<file path="config.mk">
export PLATFORM = sky130hd
export DESIGN_NAME = ras_ckpt_ctrl
export DESIGN_NICKNAME = d
export VERILOG_FILES = /design/src/rtl/ras_pkg.sv /design/src/rtl/ras_ckpt_mem.sv /design/src/rtl/ras_ckpt_ctrl.sv
export SDC_FILE = /design/constraint.sdc
export NUM_CORES = 1
export LEC_CHECK = 0
export CORE_ASPECT_RATIO = 1.4
export CORE_MARGIN = 2
export CORE_UTILIZATION = 31
export DETAILED_ROUTE_END_ITERATION = 10
export MAX_ROUTING_LAYER = met4
export PLACE_DENSITY = 0.58
export SLEW_MARGIN = 30
export SYNTH_ARGS = -nofsm -noshare
export SYNTH_HDL_FRONTEND = slang
export SYNTH_HIERARCHICAL = 1
export SYNTH_SLANG_ARGS = --single-unit
</file>
<file path="constraint.sdc">
create_clock -name clock -period 6.65 [get_ports clock]
set_input_delay 1.995 -clock clock [delete_from_list [all_inputs] [get_ports clock]]
set_output_delay 1.995 -clock clock [all_outputs]
set_load 0.02 [all_outputs]
</file>
<file path="src/rtl/ras_pkg.sv">
`default_nettype none
// ============================================================================
//  Module      : ras_pkg
//  Description : Shared types and default sizes for the return address stack
//                checkpoint/recovery logic.
//                DEF_STACK_SIZE / DEF_PTR_W : default RAS depth and pointer width
//                DEF_CKPT_DEPTH             : default number of checkpoint slots
//                ras_ckpt_t                 : one snapshot {ptr, top}
//                ras_ckpt_state_e           : controller FSM states
//  Revision    : 1.0 - initial release
// ============================================================================
package ras_pkg;

   localparam int DEF_STACK_SIZE = 8;
   localparam int DEF_PTR_W      = $clog2(DEF_STACK_SIZE);
   localparam int DEF_CKPT_DEPTH = 16;

   typedef struct packed {
      logic [DEF_PTR_W-1:0] ptr;
      logic [31:0]          top;
   } ras_ckpt_t;

   typedef enum logic [0:0] {
      IDLE    = 1'b0,
      RESTORE = 1'b1
   } ras_ckpt_state_e;

endpackage : ras_pkg
`default_nettype wire

</file>
<file path="src/rtl/ras_ckpt_mem.sv">
`default_nettype none
// ============================================================================
//  Module      : ras_ckpt_mem
//  Description : Checkpoint storage, DEPTH entries of {ptr, top}.
//                Two synchronous write ports, one asynchronous read port.
//                No reset: entry contents are only meaningful once written.
//  Ports       : clock                   - clock
//                wen[1:0]                - per-port write enable
//                waddr[1:0]              - per-port write address
//                wdata_ptr / wdata_top   - per-port write data
//                raddr                   - read address
//                rdata_ptr / rdata_top   - read data (combinational)
//  Revision    : 1.0 - initial release
// ============================================================================
module ras_ckpt_mem #(
   parameter  int DEPTH = 16,
   parameter  int PTR_W = 3,
   localparam int AW    = $clog2(DEPTH)
) (
   input  logic                  clock,
   input  logic [1:0]            wen,
   input  logic [1:0][AW-1:0]    waddr,
   input  logic [1:0][PTR_W-1:0] wdata_ptr,
   input  logic [1:0][31:0]      wdata_top,
   input  logic [AW-1:0]         raddr,
   output logic [PTR_W-1:0]      rdata_ptr,
   output logic [31:0]           rdata_top
);

   logic [PTR_W-1:0] ptr_mem [DEPTH];
   logic [31:0]      top_mem [DEPTH];

   // The two ports never target the same slot in legal operation; if they
   // did, port 1 would win.
   always_ff @(posedge clock) begin
      for (int i = 0; i < 2; i++) begin
         if (wen[i]) begin
            ptr_mem[waddr[i]] <= wdata_ptr[i];
            top_mem[waddr[i]] <= wdata_top[i];
         end
      end
   end

   assign rdata_ptr = ptr_mem[raddr];
   assign rdata_top = top_mem[raddr];

endmodule : ras_ckpt_mem
`default_nettype wire

</file>
<file path="src/rtl/ras_ckpt_ctrl.sv">
`default_nettype none
// ============================================================================
//  Module      : ras_ckpt_ctrl
//  Description : Checkpoint and recovery controller for a 2-wide return
//                address stack. Snapshots {ptr, top} per predicted branch,
//                frees them in order at retirement, and on a mispredict
//                squashes younger snapshots and drives a one-cycle RAS repair.
//  Ports       : clock, reset            - clock, synchronous active-high reset
//                alloc_valid/ckpt_ptr/ckpt_top - per-slot snapshot request
//                alloc_ready             - allocation accepted this cycle
//                alloc_tag               - tag per slot (combinational)
//                retire_valid            - in-order frees
//                mispredict_valid/_tag   - branch mispredict and its tag
//                restore_valid/_ptr/_top - RAS repair strobe and data
//                fetch_stall             - fetch must hold
//                free_count              - number of free slots
//  Revision    : 1.0 - initial release
// ============================================================================
module ras_ckpt_ctrl
   import ras_pkg::*;
#(
   parameter  int STACK_SIZE = DEF_STACK_SIZE,
   parameter  int CKPT_DEPTH = DEF_CKPT_DEPTH,
   localparam int PTR_W      = $clog2(STACK_SIZE),
   localparam int TAG_W      = $clog2(CKPT_DEPTH)
) (
   input  logic                  clock,
   input  logic                  reset,
   input  logic [1:0]            alloc_valid,
   input  logic [1:0][PTR_W-1:0] ckpt_ptr,
   input  logic [1:0][31:0]      ckpt_top,
   output logic                  alloc_ready,
   output logic [1:0][TAG_W-1:0] alloc_tag,
   input  logic [1:0]            retire_valid,
   input  logic                  mispredict_valid,
   input  logic [TAG_W-1:0]      mispredict_tag,
   output logic                  restore_valid,
   output logic [PTR_W-1:0]      restore_ptr,
   output logic [31:0]           restore_top,
   output logic                  fetch_stall,
   output logic [TAG_W:0]        free_count
);

   // Pointers carry one extra wrap bit so full and empty are distinguishable.
   localparam int            PW          = TAG_W + 1;
   localparam logic [PW-1:0] ALLOC_LIMIT = PW'(CKPT_DEPTH - 2);
   localparam logic [PW-1:0] DEPTH_C     = PW'(CKPT_DEPTH);

   ras_ckpt_state_e state;
   logic [PW-1:0]   head;
   logic [PW-1:0]   tail;
   logic [PW-1:0]   count;

   logic [1:0]       wen;
   logic [1:0]       n_alloc;
   logic [1:0]       n_retire;
   logic [PW-1:0]    head_next;
   logic [PW-1:0]    tail_next;
   logic [PW-1:0]    count_next;
   logic [PW-1:0]    mp_pos;
   logic [PTR_W-1:0] rd_ptr;
   logic [31:0]      rd_top;

   // Requiring two free slots means a dual request is never split.
   assign alloc_ready = ~reset & (state == IDLE) & ~mispredict_valid
                        & (count <= ALLOC_LIMIT);

   assign alloc_tag[0] = tail[TAG_W-1:0];
   assign alloc_tag[1] = tail[TAG_W-1:0] + TAG_W'(1);

   assign wen      = {2{alloc_ready}} & alloc_valid;
   assign n_alloc  = {1'b0, wen[0]} + {1'b0, wen[1]};
   assign n_retire = {1'b0, retire_valid[0]} + {1'b0, retire_valid[1]};

   // Full-width position of the mispredicted entry: it sits in the same lap
   // as head when its index is not below head's index, otherwise one lap on.
   assign mp_pos = (mispredict_tag >= head[TAG_W-1:0])
                   ? {head[TAG_W], mispredict_tag}
                   : {~head[TAG_W], mispredict_tag};

   // Retires still apply in a mispredict cycle; allocation is discarded
   // (alloc_ready is already low) and everything younger than the
   // mispredicted branch is dropped, keeping its own checkpoint.
   assign head_next  = head + PW'(n_retire);
   assign tail_next  = mispredict_valid ? (mp_pos + PW'(1)) : (tail + PW'(n_alloc));
   assign count_next = tail_next - head_next;

   assign free_count  = DEPTH_C - count;
   assign fetch_stall = (state == RESTORE) | mispredict_valid;

   ras_ckpt_mem #(
      .DEPTH (CKPT_DEPTH),
      .PTR_W (PTR_W)
   ) u_mem (
      .clock     (clock),
      .wen       (wen),
      .waddr     (alloc_tag),
      .wdata_ptr (ckpt_ptr),
      .wdata_top (ckpt_top),
      .raddr     (mispredict_tag),
      .rdata_ptr (rd_ptr),
      .rdata_top (rd_top)
   );

   always_ff @(posedge clock) begin
      if (reset) begin
         head          <= '0;
         tail          <= '0;
         count         <= '0;
         state         <= IDLE;
         restore_valid <= 1'b0;
         restore_ptr   <= '0;
         restore_top   <= '0;
      end else begin
         head  <= head_next;
         tail  <= tail_next;
         count <= count_next;
         case (state)
            IDLE, RESTORE: begin
               // A mispredict arriving during a restore re-arms it with the
               // newly read entry, so the strobe stays up another cycle.
               if (mispredict_valid) begin
                  state         <= RESTORE;
                  restore_valid <= 1'b1;
                  restore_ptr   <= rd_ptr;
                  restore_top   <= rd_top;
               end else begin
                  state         <= IDLE;
                  restore_valid <= 1'b0;
               end
            end
            default: begin
               state         <= IDLE;
               restore_valid <= 1'b0;
            end
         endcase
      end
   end

`ifndef SYNTHESIS
   always_ff @(posedge clock) begin
      if (!reset) begin
         assert (PW'(n_retire) <= count)
            else $error("ras_ckpt_ctrl: retire of %0d entries with only %0d live", n_retire, count);
         assert (!(mispredict_valid && (count == '0)))
            else $error("ras_ckpt_ctrl: mispredict with no live checkpoint");
         assert (alloc_valid != 2'b10)
            else $error("ras_ckpt_ctrl: alloc_valid pattern 10 is not supported");
      end
   end
`endif

endmodule : ras_ckpt_ctrl
`default_nettype wire

</file>
## After elaboration in Yosys (flattened, before gate mapping)

Memory sizes are Yosys's and may differ from the RTL's. A register that Yosys moved wholly into a read port is not among the register bits.
Index checks and enable logic that the tools add are counted.

- Reduce and logical (&&, ||, !) cells: 0
- Order comparisons: 2
- Add/sub/neg operators: 8
- Bitwise logic cells: 9
- Muxes and demuxes: 7
- Multiply operators: 0
- Shifts and indexed selects: 0
- Divide/modulo/power cells: 0
- Eq/ne operators: 0

Operator list:

| operator | number |
|---|---|
| $add 5x2->5 | 2 |
| $mux 5 | 2 |
| $add 5x1->5 const B | 1 |
| $le 5x4->1 const B | 1 |
| $mux 1 | 5 |
| $sub 5x5->5 | 1 |
| $sub 5x5->5 const A | 1 |
| $add 1x1->2 | 2 |
| $add 4x1->4 const B | 1 |
| $ge 4x4->1 | 1 |
| $not 1->1 | 4 |
| $and 1x1->1 | 3 |
| $and 2x2->2 | 1 |
| $or 1x1->1 | 1 |

- Bits in registers: 16
- Memory bits (read-only): 0
- Bits in latches: 0
- Logic and storage cells: 32
- Memories kept: 2
- Output and inout port bits: 51
- Bits in writable memories: 560
- Input bits: 81

Memory list:

| name | depth | bits a word | read ports | clocked after Yosys merged registers in | write ports | line | text |
|---|---|---|---|---|---|---|---|
| u_mem.top_mem | 16 | 32 | 1 | 1 | 2 | ras_ckpt_mem.sv:31 | `logic [31:0] top_mem [DEPTH];` |
| u_mem.ptr_mem | 16 | 3 | 1 | 1 | 2 | ras_ckpt_mem.sv:30 | `logic [PTR_W-1:0] ptr_mem [DEPTH];` |

## Depth between registers and ports, before layout

Gate-level depths: netlist of the first run.

- Depth after elaboration: 9
- Depth in mapped cells: 16
- Gate-level depth less buffers: 16

## By module

The synthesis of the first run kept the hierarchy.

Modules (own cells, without submodules):

| module | instances | sequential area each (um2) | cells each | area an instance (um2) |
|---|---|---|---|---|
| ras_ckpt_mem | 1 | 16,816.1 | 1,590 | 28,287.1 |
| ras_ckpt_ctrl | 1 | 1,021.0 | 237 | 2,337.2 |

## Worst setup path after synthesis of the first run

Ideal clock, no wire load.

- Kind: input to register
- From: in mispredict_valid
- To: mem u_mem.ptr_mem[1][0], enable pin
- Data arrival time: 6.616 ns
- Path buffers: 1
- Data required time: 6.174 ns
- Slack: -0.442 ns
- Cell stages on the path: 7
- Library setup time: 0.476 ns
- Path through: clkbuf_1 -> or2_2 -> nor4_1 -> nand2_1 -> inv_1 -> or3b_2 -> o21ai_0

RTL lines:

| what | line | text |
|---|---|---|
| start: declaration | ras_ckpt_ctrl.sv:35 | `input logic mispredict_valid,` |
| end: declaration | ras_ckpt_mem.sv:30 |  |

## Worst setup path after layout of the first run

- From: in mispredict_valid
- To: out alloc_ready

- Cells in the longest elaborated chain, start to end: 3

Ends and longest elaborated chain:

| what | line | text |
|---|---|---|
| $not 1->1 | ras_ckpt_ctrl.sv:65 | `assign alloc_ready = ~reset & (state == IDLE) & ~mispredict_valid` |
| $and 1x1->1 | ras_ckpt_ctrl.sv:65 |  |
| $and 1x1->1 | ras_ckpt_ctrl.sv:66 | `& (count <= ALLOC_LIMIT);` |
| end: declaration | ras_ckpt_ctrl.sv:32 | `output logic alloc_ready,` |

No other way between the ends.

==> results of run 1 <==
-- through the flow --
| stage | instances | instance area (um^2) |
|---|---|---|
| 2_1_floorplan | 1827 | 30600 |
| 3_3_place_gp | 3135 | 33500 |
| 3_5_place_dp | 3136 | 33600 |
| 4_1_cts | 3248 | 35400 |
| 5_1_grt | 3253 | 35400 |
| 6_report | 3253 | 35400 |
-- power breakdown --
group / internal, mW / total (mW) / switching [mW] / leakage (nW)
Sequential: 4.25 / 4.29 / 0.0317 / 5.46
Clock: 1.79 / 3.30 / 1.51 / 0.910
Combinational: 0.439 / 0.928 / 0.490 / 5.27
-- metal layers --
layer,global-route usage,vias up
met5,-,-
met4,0.0401,0
met1,0.202,8984
met3,0.0251,102
met2,0.324,351
li1,-,7355
-- worst max-delay path, delay by kind of cell --
family	cells	cell delay [ps]
buffers and inverters	2	850
AND/OR/NAND/NOR	2	780
-- worst min path at each step --
stage / startpoint / endpoint / slack, ps / depth (start not counted)
floorplan: head[4] / head[4] / 520 / 2
global placement: restore_ptr[0] / restore_ptr[0] / 480 / 2
detailed placement: restore_ptr[0] / restore_ptr[0] / 480 / 2
CTS: restore_ptr[0] / restore_ptr[0] / 500 / 2
global route: restore_top[8] / restore_top[8] / 520 / 2
finish: restore_top[8] / restore_top[8] / 490 / 2
-- cell families (layout without fill, tap and decap cells) --
| logic type | count (synthesis) | in the layout | share of synthesized area |
|---|---|---|---|
| flops | 611 | 611 | 0.582 |
| xor+xnor | 15 | 15 | 0.00429 |
| other cells | 0 | 4 | 0 |
| buf+inv | 203 | 314 | 0.0302 |
| simple gates | 146 | 146 | 0.0237 |
| fa+ha+maj | 17 | 17 | 0.00768 |
| compound gates | 97 | 97 | 0.0232 |
| mux | 738 | 738 | 0.328 |
-- state kept, by name (all words and copies together), names as in the netlist --
register and count:
u_mem/top_mem 512, u_mem/ptr_mem 48, restore_top 32, count 5
head 5, tail 5, restore_ptr 3, state 1
-- layout by cell type (no fill, tap or decap), drive strengths merged, types with 5 or more instances in the layout --
| master | n |
|---|---|
| mux2 | 562 |
| edfxtp | 560 |
| mux4 | 140 |
| clkdlybuf4s50 | 127 |
| clkbuf | 77 |
| a22oi | 70 |
| buf | 61 |
| nor2 | 57 |
| dfxtp | 51 |
| nand2 | 44 |
| mux2i | 36 |
| clkinv | 30 |
| inv | 16 |
| ha | 14 |
| o22ai | 9 |
| nor2b | 9 |
| o21ai | 9 |
| xor2 | 8 |
| nand3 | 8 |
| nand2b | 8 |
| xnor2 | 7 |
| nand3b | 5 |
-- layout make-up --
| cell class | count | area (um^2) |
|---|---|---|
| fillers | 9234 | 62600 |
| flip-flops and latches | 611 | 17800 |
| multi-input cells | 1013 | 12200 |
| repair buffers | 188 | 1890 |
| well taps | 1311 | 1640 |
| clock buffers | 77 | 1610 |
| clock inverters | 35 | 246 |
| inverters | 14 | 52.6 |
| diodes | 4 | 10.0 |
==> out/qor.csv, run 1 <==
metric;value;unit
finalWorstSetupSlack;1030;ps
cts_tree;done;
die_h;376;um
fin_tns_setup;0;ps
cts_setup_buffers;0;
synth-edff-count;560;
worst_hold_slack;493;ps
core.rowCount;136;
routed-wl-met3;3.42;mm
ys_ff_latch;611;
crit_arrival;3630;ps
drtIter0Drc;1157;
dp_slack;982;ps
ios;132;
netlist.top_cell.by_area;edfxtp_1;
h-tree-depth;2;
synth_cells;1827;
final_nets;1987;
grt_pass1_wl;128;mm
top_layer;met4;
slowest_delay;730;ps
start_kind;input port;
worstMarginPinSlew;1030;ps
die_w;270;um
coreArea;98000;um^2
gp_congestion;0.773;
wire_per_inst;27.1;um
clock.fmax;178;MHz
firstDrtPassIters;7;
post-route-period-util;0.846;
clock-skew-final;22.8;ps
reg2regPathDepth;16;
finalSetupViolCount;0;
antenna_found_initial;6;
synth_top_area_share;0.549;
hold_violations;0;
wl_met2;47.9;mm
hp-class;flop to flop;
synthArstFlopShare;0;
crit_type;input port to output port;
grt_start_max_net_pins;141;
finalMaxSlewViolations;0;
die-area;101000;um^2
grt_setup_unrepaired;no;
period_minus_slack;5620;ps
grt_util_all_layers;0.176;
clk-insertion-delay-late;660;ps
root_buffer;clkbuf_16;
fin_util;0.362;
cts_buffers;61;
yosysMostFrequentCell;edfxtp_1;
grt_pass1_vias;18200;
ys_top_cells_by_area;edfxtp_1 55%, mux2_2 18%, mux4_2 10%;
worstPathRequired;4660;ps
cts_resized;0;
area_growth;15.7;%
endpoint;alloc_ready;
vias;16800;
numPortBuffers;131;
outcome;finished clean;
synth_common_cells;560 x edfxtp_1, 492 x mux2_2, 140 x mux4_2;
worst_ir_drop_vdd;0.190;mV
avgSynthCellArea;16.8;um^2
cp_cell_sequence;buf_4, or2_2, nor4_1, clkdlybuf4s50_1;
crit_path_start;mispredict_valid;
timing.rr.start;count[0];
cp_slowest_cell;clkdlybuf4s50_1;
maxSlewHeadroom;0.313;
ys_warn_count;6;
viasPerCell;5.16;
r2r-end;count[4];
max_cap_viol_count;0;
overflow;0;
start_util;0.312;
antenna_left;0;
syn_nets;1925;
synth.distinct_cells;46;
end_kind;output port;
syn_area;30600;um^2
drcViolationCount;0;
cp_max_fo;3;
power_density;240;nW/um^2
clockBufferDepth;3;
drive_gt1_frac;0.453;
synth_flop_cell;edfxtp_1;
reg2reg_slack;2810;ps
ys_seq_area_frac;0.582;
wirelength_met1;35.2;mm
clkTransAtPathRegs;50;ps
cellLeakagePower;11.6;nW
finalPower;8.51;mW
dp_hpwl;53.1;mm
clkSinkCount;611;
routed_wl;88.2;mm
hold_buffers;0;
Power figures use the tool's default switching activity.
==> inputs of run 2 (changes only) <==
- PLACE_DENSITY: 0.58 -> 0.56
- clock period: 6.65 -> 5.85 ns (I/O delays scaled with it)
==> run 2 against run 1 <==
Net effect:
- count of clock-buffer cells in the layout shrank 2
- register-to-register slack lost 600 ps
- die area is the same
- power grew 15%
- critical endpoint unchanged
- wire length grew 1.6%
- via count grew 0.82%
- largest power group unchanged
- global-route usage grew 0.35 points
- first-iteration DRC count shrank 4.1%
- sequential share of layout area shrank 0.19 points
- worst setup slack lost 170 ps
- design area grew 0.38%
==> out/qor.csv, run 2 (same netlist as run 1, synthesis figures left out) <==
metric;value;unit;change
outcome;finished clean;;
viasPerCell;5.21;;+0.97%
overflow;0;;unchanged
clock.fmax;200;MHz;
core.rowCount;136;;unchanged
die-area;101000;um^2;unchanged
min_to;restore_top[25];;
mostFrequentLayoutCells;560 x edfxtp_1, 492 x mux2_2, 140 x mux4_2, 127 x clkdlybuf4s50_1, 70 x a22oi_1;;
crit_type;input port to output port;;
reg2regPathDepth;16;;unchanged
final_common_cell;edfxtp_1;;
h-tree-depth;2;;unchanged
vias;16900;;+0.82%
cellLeakagePower;11.6;nW;+0.10%
r2r-end;count[4];;
worstMarginPinSlew;1180;ps;+154 ps
root_buffer;clkbuf_16;;
routed_wl;89.6;mm;+1.6%
die_h;376;um;unchanged
drcViolationCount;0;;unchanged
antenna_found_initial;9;;+3
drtIter0Drc;1109;;-4.1%
end_kind;output port;;
period_minus_slack;4990;ps;
whs_path_depth;2;;unchanged
reg2reg_slack;2210;ps;-600 ps
hp-class;flop to flop;;
fin_tns_setup;0;ps;unchanged
start_util;0.312;;unchanged
finalPower;9.75;mW;+15%
worstPathRequired;4090;ps;-570 ps
largest_reg_flops;512;;unchanged
power_density;274;nW/um^2;+14%
grt_start_max_net_pins;119;;-16%
grt_setup_unrepaired;no;;
worst_ir_drop_vdd;0.266;mV;+40%
clk-insertion-delay-late;660;ps;about the same
clkSinkCount;611;;unchanged
min_from;restore_top[25];;
cp_cell_sequence;buf_4, or2_2, nor4_1, clkdlybuf4s50_1;;
grt_pass1_wl;129;mm;+1.1%
max_cap_viol_count;0;;unchanged
firstDrtPassIters;5;;-2
coreArea;98000;um^2;unchanged
cts_tree;done;;
cp_slowest_cell;clkdlybuf4s50_1;;
timing.rr.start;count[0];;
ios;132;;unchanged
start_kind;input port;;
slowest_delay;710;ps;-20 ps
antenna_left;0;;unchanged
hold_buffers;0;;unchanged
cts_resized;0;;unchanged
final_nets;1979;;-0.40%
drive_gt1_frac;0.454;;+0.00108
clockBufferDepth;3;;unchanged
wire_per_inst;27.6;um;+1.8%
clkTransAtPathRegs;70;ps;+20 ps
finalSetupViolCount;0;;unchanged
area_growth;16.2;%;
cts_buffers;58;;-4.9%
cp_max_fo;3;;unchanged
finalMaxSlewViolations;0;;unchanged
fin_util;0.363;;+0.00138
clock-skew-final;21.6;ps;-1.22 ps
crit_arrival;3240;ps;-390 ps
gp_congestion;0.750;;-3.0%
cts_setup_buffers;0;;unchanged
post-route-period-util;0.854;;
numPortBuffers;131;;unchanged
hold_violations;0;;unchanged
dp_hpwl;50.1;mm;-5.6%
grt_util_all_layers;0.180;;+0.00349
grt_pass1_vias;18400;;+1.1%
die_w;270;um;unchanged
maxSlewHeadroom;0.210;;-0.103
run 2: cell count changes in the layout (fill, tap and decap cells not counted):
cell / previous run / this run
clkinv_8: 1 / 2
buf_12: 10 / 20
clkinv_1: 15 / 10
diode_2: 4 / 8
buf_4: 46 / 31
buf_16: 1 / 2
clkbuf_1: 15 / 13
inv_6: 1 / 0
inv_16: 1 / 0
clkinvlp_4: 1 / 2
bufinv_16: 2 / 5
clkbuf_8: 0 / 3
clkbuf_16: 62 / 59
buf_8: 2 / 1
run 2: layout make-up:
cell class              instances  area (um^2)
clock inverters                33          313
inverters                      14         52.6
flip-flops and latches        611        17800
clock buffers                  75         1570
diodes                          8         20.0
repair buffers                183         1990
fillers                      9214        62400
well taps                    1311         1640
multi-input cells            1013        12200
run 2: worst max-delay path, delay by kind of cell:
| family | cells | cell delay [ps] |
|---|---|---|
| AND/OR/NAND/NOR | 2 | 650 |
| buffers and inverters | 2 | 830 |
run 2: report_power, final:
group | switching (mW) | internal, mW | leakage (nW) | total [mW]
Sequential | 0.0351 | 4.83 | 5.46 | 4.87
Combinational | 0.553 | 0.500 | 5.27 | 1.05
Clock | 1.72 | 2.11 | 0.920 | 3.83
run 2: worst max-delay path by stage:
stage                     start  cells past startpoint                    to
6_report       mispredict_valid                      4           alloc_ready
5_1_grt        mispredict_valid                      4           alloc_ready
4_1_cts        mispredict_valid                      4           alloc_ready
3_5_place_dp   mispredict_valid                     15              count[4]
3_3_place_gp   mispredict_valid                     15              count[4]
2_1_floorplan  mispredict_valid                      7  u_mem/ptr_mem[13][0]
run 2: through the flow:
stage | worst slack [ps] | area (um^2) | hold slack [ps] | instances
2_1_floorplan | 14.2 | 30600 | 521 | 1827
3_3_place_gp | 634 | 33600 | 472 | 3130
3_5_place_dp | 653 | 33600 | 484 | 3130
4_1_cts | 838 | 35500 | 502 | 3238
5_1_grt | 753 | 35600 | 524 | 3248
6_report | 857 | 35600 | 496 | 3248
run 2: routing by layer:
| layer | wire length (um) | GRT usage | up-vias |
|---|---|---|---|
| li1 | - | - | 7340 |
| met1 | 35100 | 0.199 | 9035 |
| met2 | 48200 | 0.328 | 392 |
| met3 | 3820 | 0.0326 | 162 |
| met4 | 2560 | 0.0539 | 0 |
| met5 | 0 | - | - |
==> inputs of run 3 (changes only) <==
- PLACE_DENSITY: 0.56 -> 0.58
- clock period: 5.85 -> 4.37 ns (I/O delays scaled with it)
==> run 3 against run 2 <==
Net effect:
- count of clock-buffer cells in the layout increased by 6
- clock skew increased by 3.4 ps
- highest routed layer unchanged
- first-iteration DRC count decreased by 5.0%
- sequential share of layout area decreased by 0.67 points
- largest power group unchanged
- combinational power increased by 36%
- critical path type unchanged
- critical endpoint unchanged
- core utilization increased by 0.50 points
- sequential power increased by 34%
==> out/qor.csv, run 3 (same netlist as run 1, synthesis figures left out) <==
metric;value;unit;change
power_density;362;nW/um^2;+32%
crit_family;buffers and inverters;;
maxSlewHeadroom;0.392;;+0.182
cts_setup_buffers;0;;unchanged
clock.fmax;247;MHz;
viasPerCell;5.18;;-0.64%
final_common_cell;edfxtp_1;;
wire_per_inst;26.8;um;-3.0%
sw_frac_of_total;0.232;;-0.00418
largest_reg_flops;512;;unchanged
grtUsageMet2;0.322;;-0.00579
grtUsageMet3;0.0304;;-0.00223
grt-busiest-layer;met2;;
dp_hpwl;52.8;mm;+5.3%
power_frac_seq;0.500;;about the same
worst_ir_drop_vdd;0.290;mV;+9.0%
max_cap_viol_count;0;;unchanged
mostFrequentLayoutCells;560 x edfxtp_1, 492 x mux2_2, 140 x mux4_2, 127 x clkdlybuf4s50_1, 70 x a22oi_1;;
fill_cells;9201;;-0.14%
grt_pass1_wl;128;mm;-1.1%
cts_buffers;58;;unchanged
clkSinkCount;611;;unchanged
start_util;0.312;;unchanged
switching_power;3.03;mW;+31%
h-tree-depth;2;;unchanged
start_kind;input port;;
min_from;restore_top[8];;
cp_slowest_cell;clkdlybuf4s50_1;;
core.rowCount;136;;unchanged
cellLeakagePower;11.9;nW;+1.9%
final_nets;2011;;+1.6%
min_to;restore_top[8];;
hold_violations;0;;unchanged
drcViolationCount;0;;unchanged
grt_util_all_layers;0.177;;-0.00259
die_h;376;um;unchanged
r2r-end;count[4];;
drtIter0Drc;1053;;-5.0%
clkTransAtPathRegs;60;ps;about the same
finalMaxSlewViolations;0;;unchanged
crit_type;input port to output port;;
cts_tree;done;;
routed_wl;87.8;mm;-2.0%
cts_resized;0;;unchanged
finalSetupViolCount;0;;unchanged
antenna_left;0;;unchanged
worstPathRequired;3060;ps;-1030 ps
firstDrtPassIters;5;;unchanged
clk-insertion-delay-late;640;ps;-20 ps
reg2reg_slack;890;ps;-1320 ps
period_minus_slack;4060;ps;
timing.rr.start;count[0];;
overflow;0;;unchanged
grt_start_max_net_pins;77;;-35%
cp_cell_sequence;buf_4, or2_4, nor4_4, buf_4, clkdlybuf4s50_1;;
grt_pass1_vias;18600;;+1.4%
finalPower;13.0;mW;+34%
die_w;270;um;unchanged
crit_arrival;2740;ps;-500 ps
numPortBuffers;131;;unchanged
path_common_cell;buf_4;;
drive_gt1_frac;0.461;;+0.00691
cp_max_fo;3;;unchanged
dpl_cell_area;34200;um^2;+1.6%
area_growth;17.8;%;
antenna_found_initial;9;;unchanged
clkPwrFrac;0.390;;-0.003
reg2regPathDepth;14;;-2
clockBufferDepth;3;;unchanged
grt_util_met1;0.193;;-0.00566
slowest_delay;590;ps;-120 ps
post-route-period-util;0.928;;
coreArea;98000;um^2;unchanged
path_buf_inv;3;;+1
grt_setup_unrepaired;no;;
vias;17000;;+0.40%
gp_congestion;0.770;;+2.7%
die-area;101000;um^2;unchanged
worstMarginPinSlew;912;ps;-273 ps
root_buffer;clkbuf_16;;
outcome;finished clean;;
final_area;36100;um^2;+1.4%
ios;132;;unchanged
hold_buffers;0;;unchanged
clock-skew-final;24.9;ps;+3.35 ps
end_kind;output port;;
hp-class;flop to flop;;
power_frac_comb;0.109;;about the same
cellInternalPower;10.0;mW;+35%
whs_path_depth;2;;unchanged
[run 3: cell types whose count changed in the layout (fill, tap and decap cells not counted), sizes merged]
| cell | before | now |
|---|---|---|
| buf | 56 | 88 |
| clkbuf | 75 | 81 |
| clkinv | 26 | 22 |
| inv | 14 | 15 |
| clkinvlp | 2 | 1 |
[run 3: tightest hold or removal path, delay by kind of cell (launching register included)]
family	cells	cell delay, ps
flops	1	320
mux	1	60
simple gates	1	70
[run 3: power groups by stage]
| stage | clock network [mW] | logic (mW) | registers, mW |
|---|---|---|---|
| after floorplan | 0 | 0.885 | 6.66 |
| after global placement | 0 | 1.40 | 6.65 |
| after detailed placement | 0 | 1.44 | 6.65 |
| after CTS | 5.23 | 1.44 | 6.53 |
| after global routing | 5.43 | 1.54 | 6.53 |
| final | 5.09 | 1.43 | 6.52 |
[run 3: cell type report]
class                   instances  area [um^2]  share of cell area
well taps                    1311         1640              0.0455
inverters                      14         52.6             0.00146
flip-flops and latches        611        17800               0.495
clock inverters                29          288             0.00798
repair buffers                215         2440              0.0677
clock buffers                  81         1600              0.0444
multi-input cells            1013        12200               0.338
diodes                          8         20.0            0.000555
[run 3: layer usage]
metal | wire (um) | vias to the layer above
met2 | 47500 | 449
met4 | 3010 | 0
met1 | 33100 | 9000
li1 | - | 7396
met5 | 0 | -
met3 | 4200 | 151
[run 3: how the worst max path moves through the flow]
stage                  end        startpoint  depth (start not counted)
3_3_place_gp      count[4]  mispredict_valid                         15
2_1_floorplan     count[4]  mispredict_valid                         15
5_1_grt        alloc_ready  mispredict_valid                          5
3_5_place_dp      count[4]  mispredict_valid                         15
4_1_cts        alloc_ready  mispredict_valid                          5
6_report       alloc_ready  mispredict_valid                          5
[run 3: through the flow]
stage / util / hold slack (ps) / setup TNS (ps) / worst slack, ps / instances
final: 0.368 / 492 / 0 / 314 / 3282
after global routing: 0.368 / 522 / 0 / 272 / 3282
after CTS: 0.368 / 499 / 0 / 311 / 3274
after detailed placement: 0.348 / 484 / -130 / -130 / 3164
after global placement: 0.348 / 474 / -85.6 / -85.6 / 3164
after floorplan: - / 521 / -162 / -162 / 1827
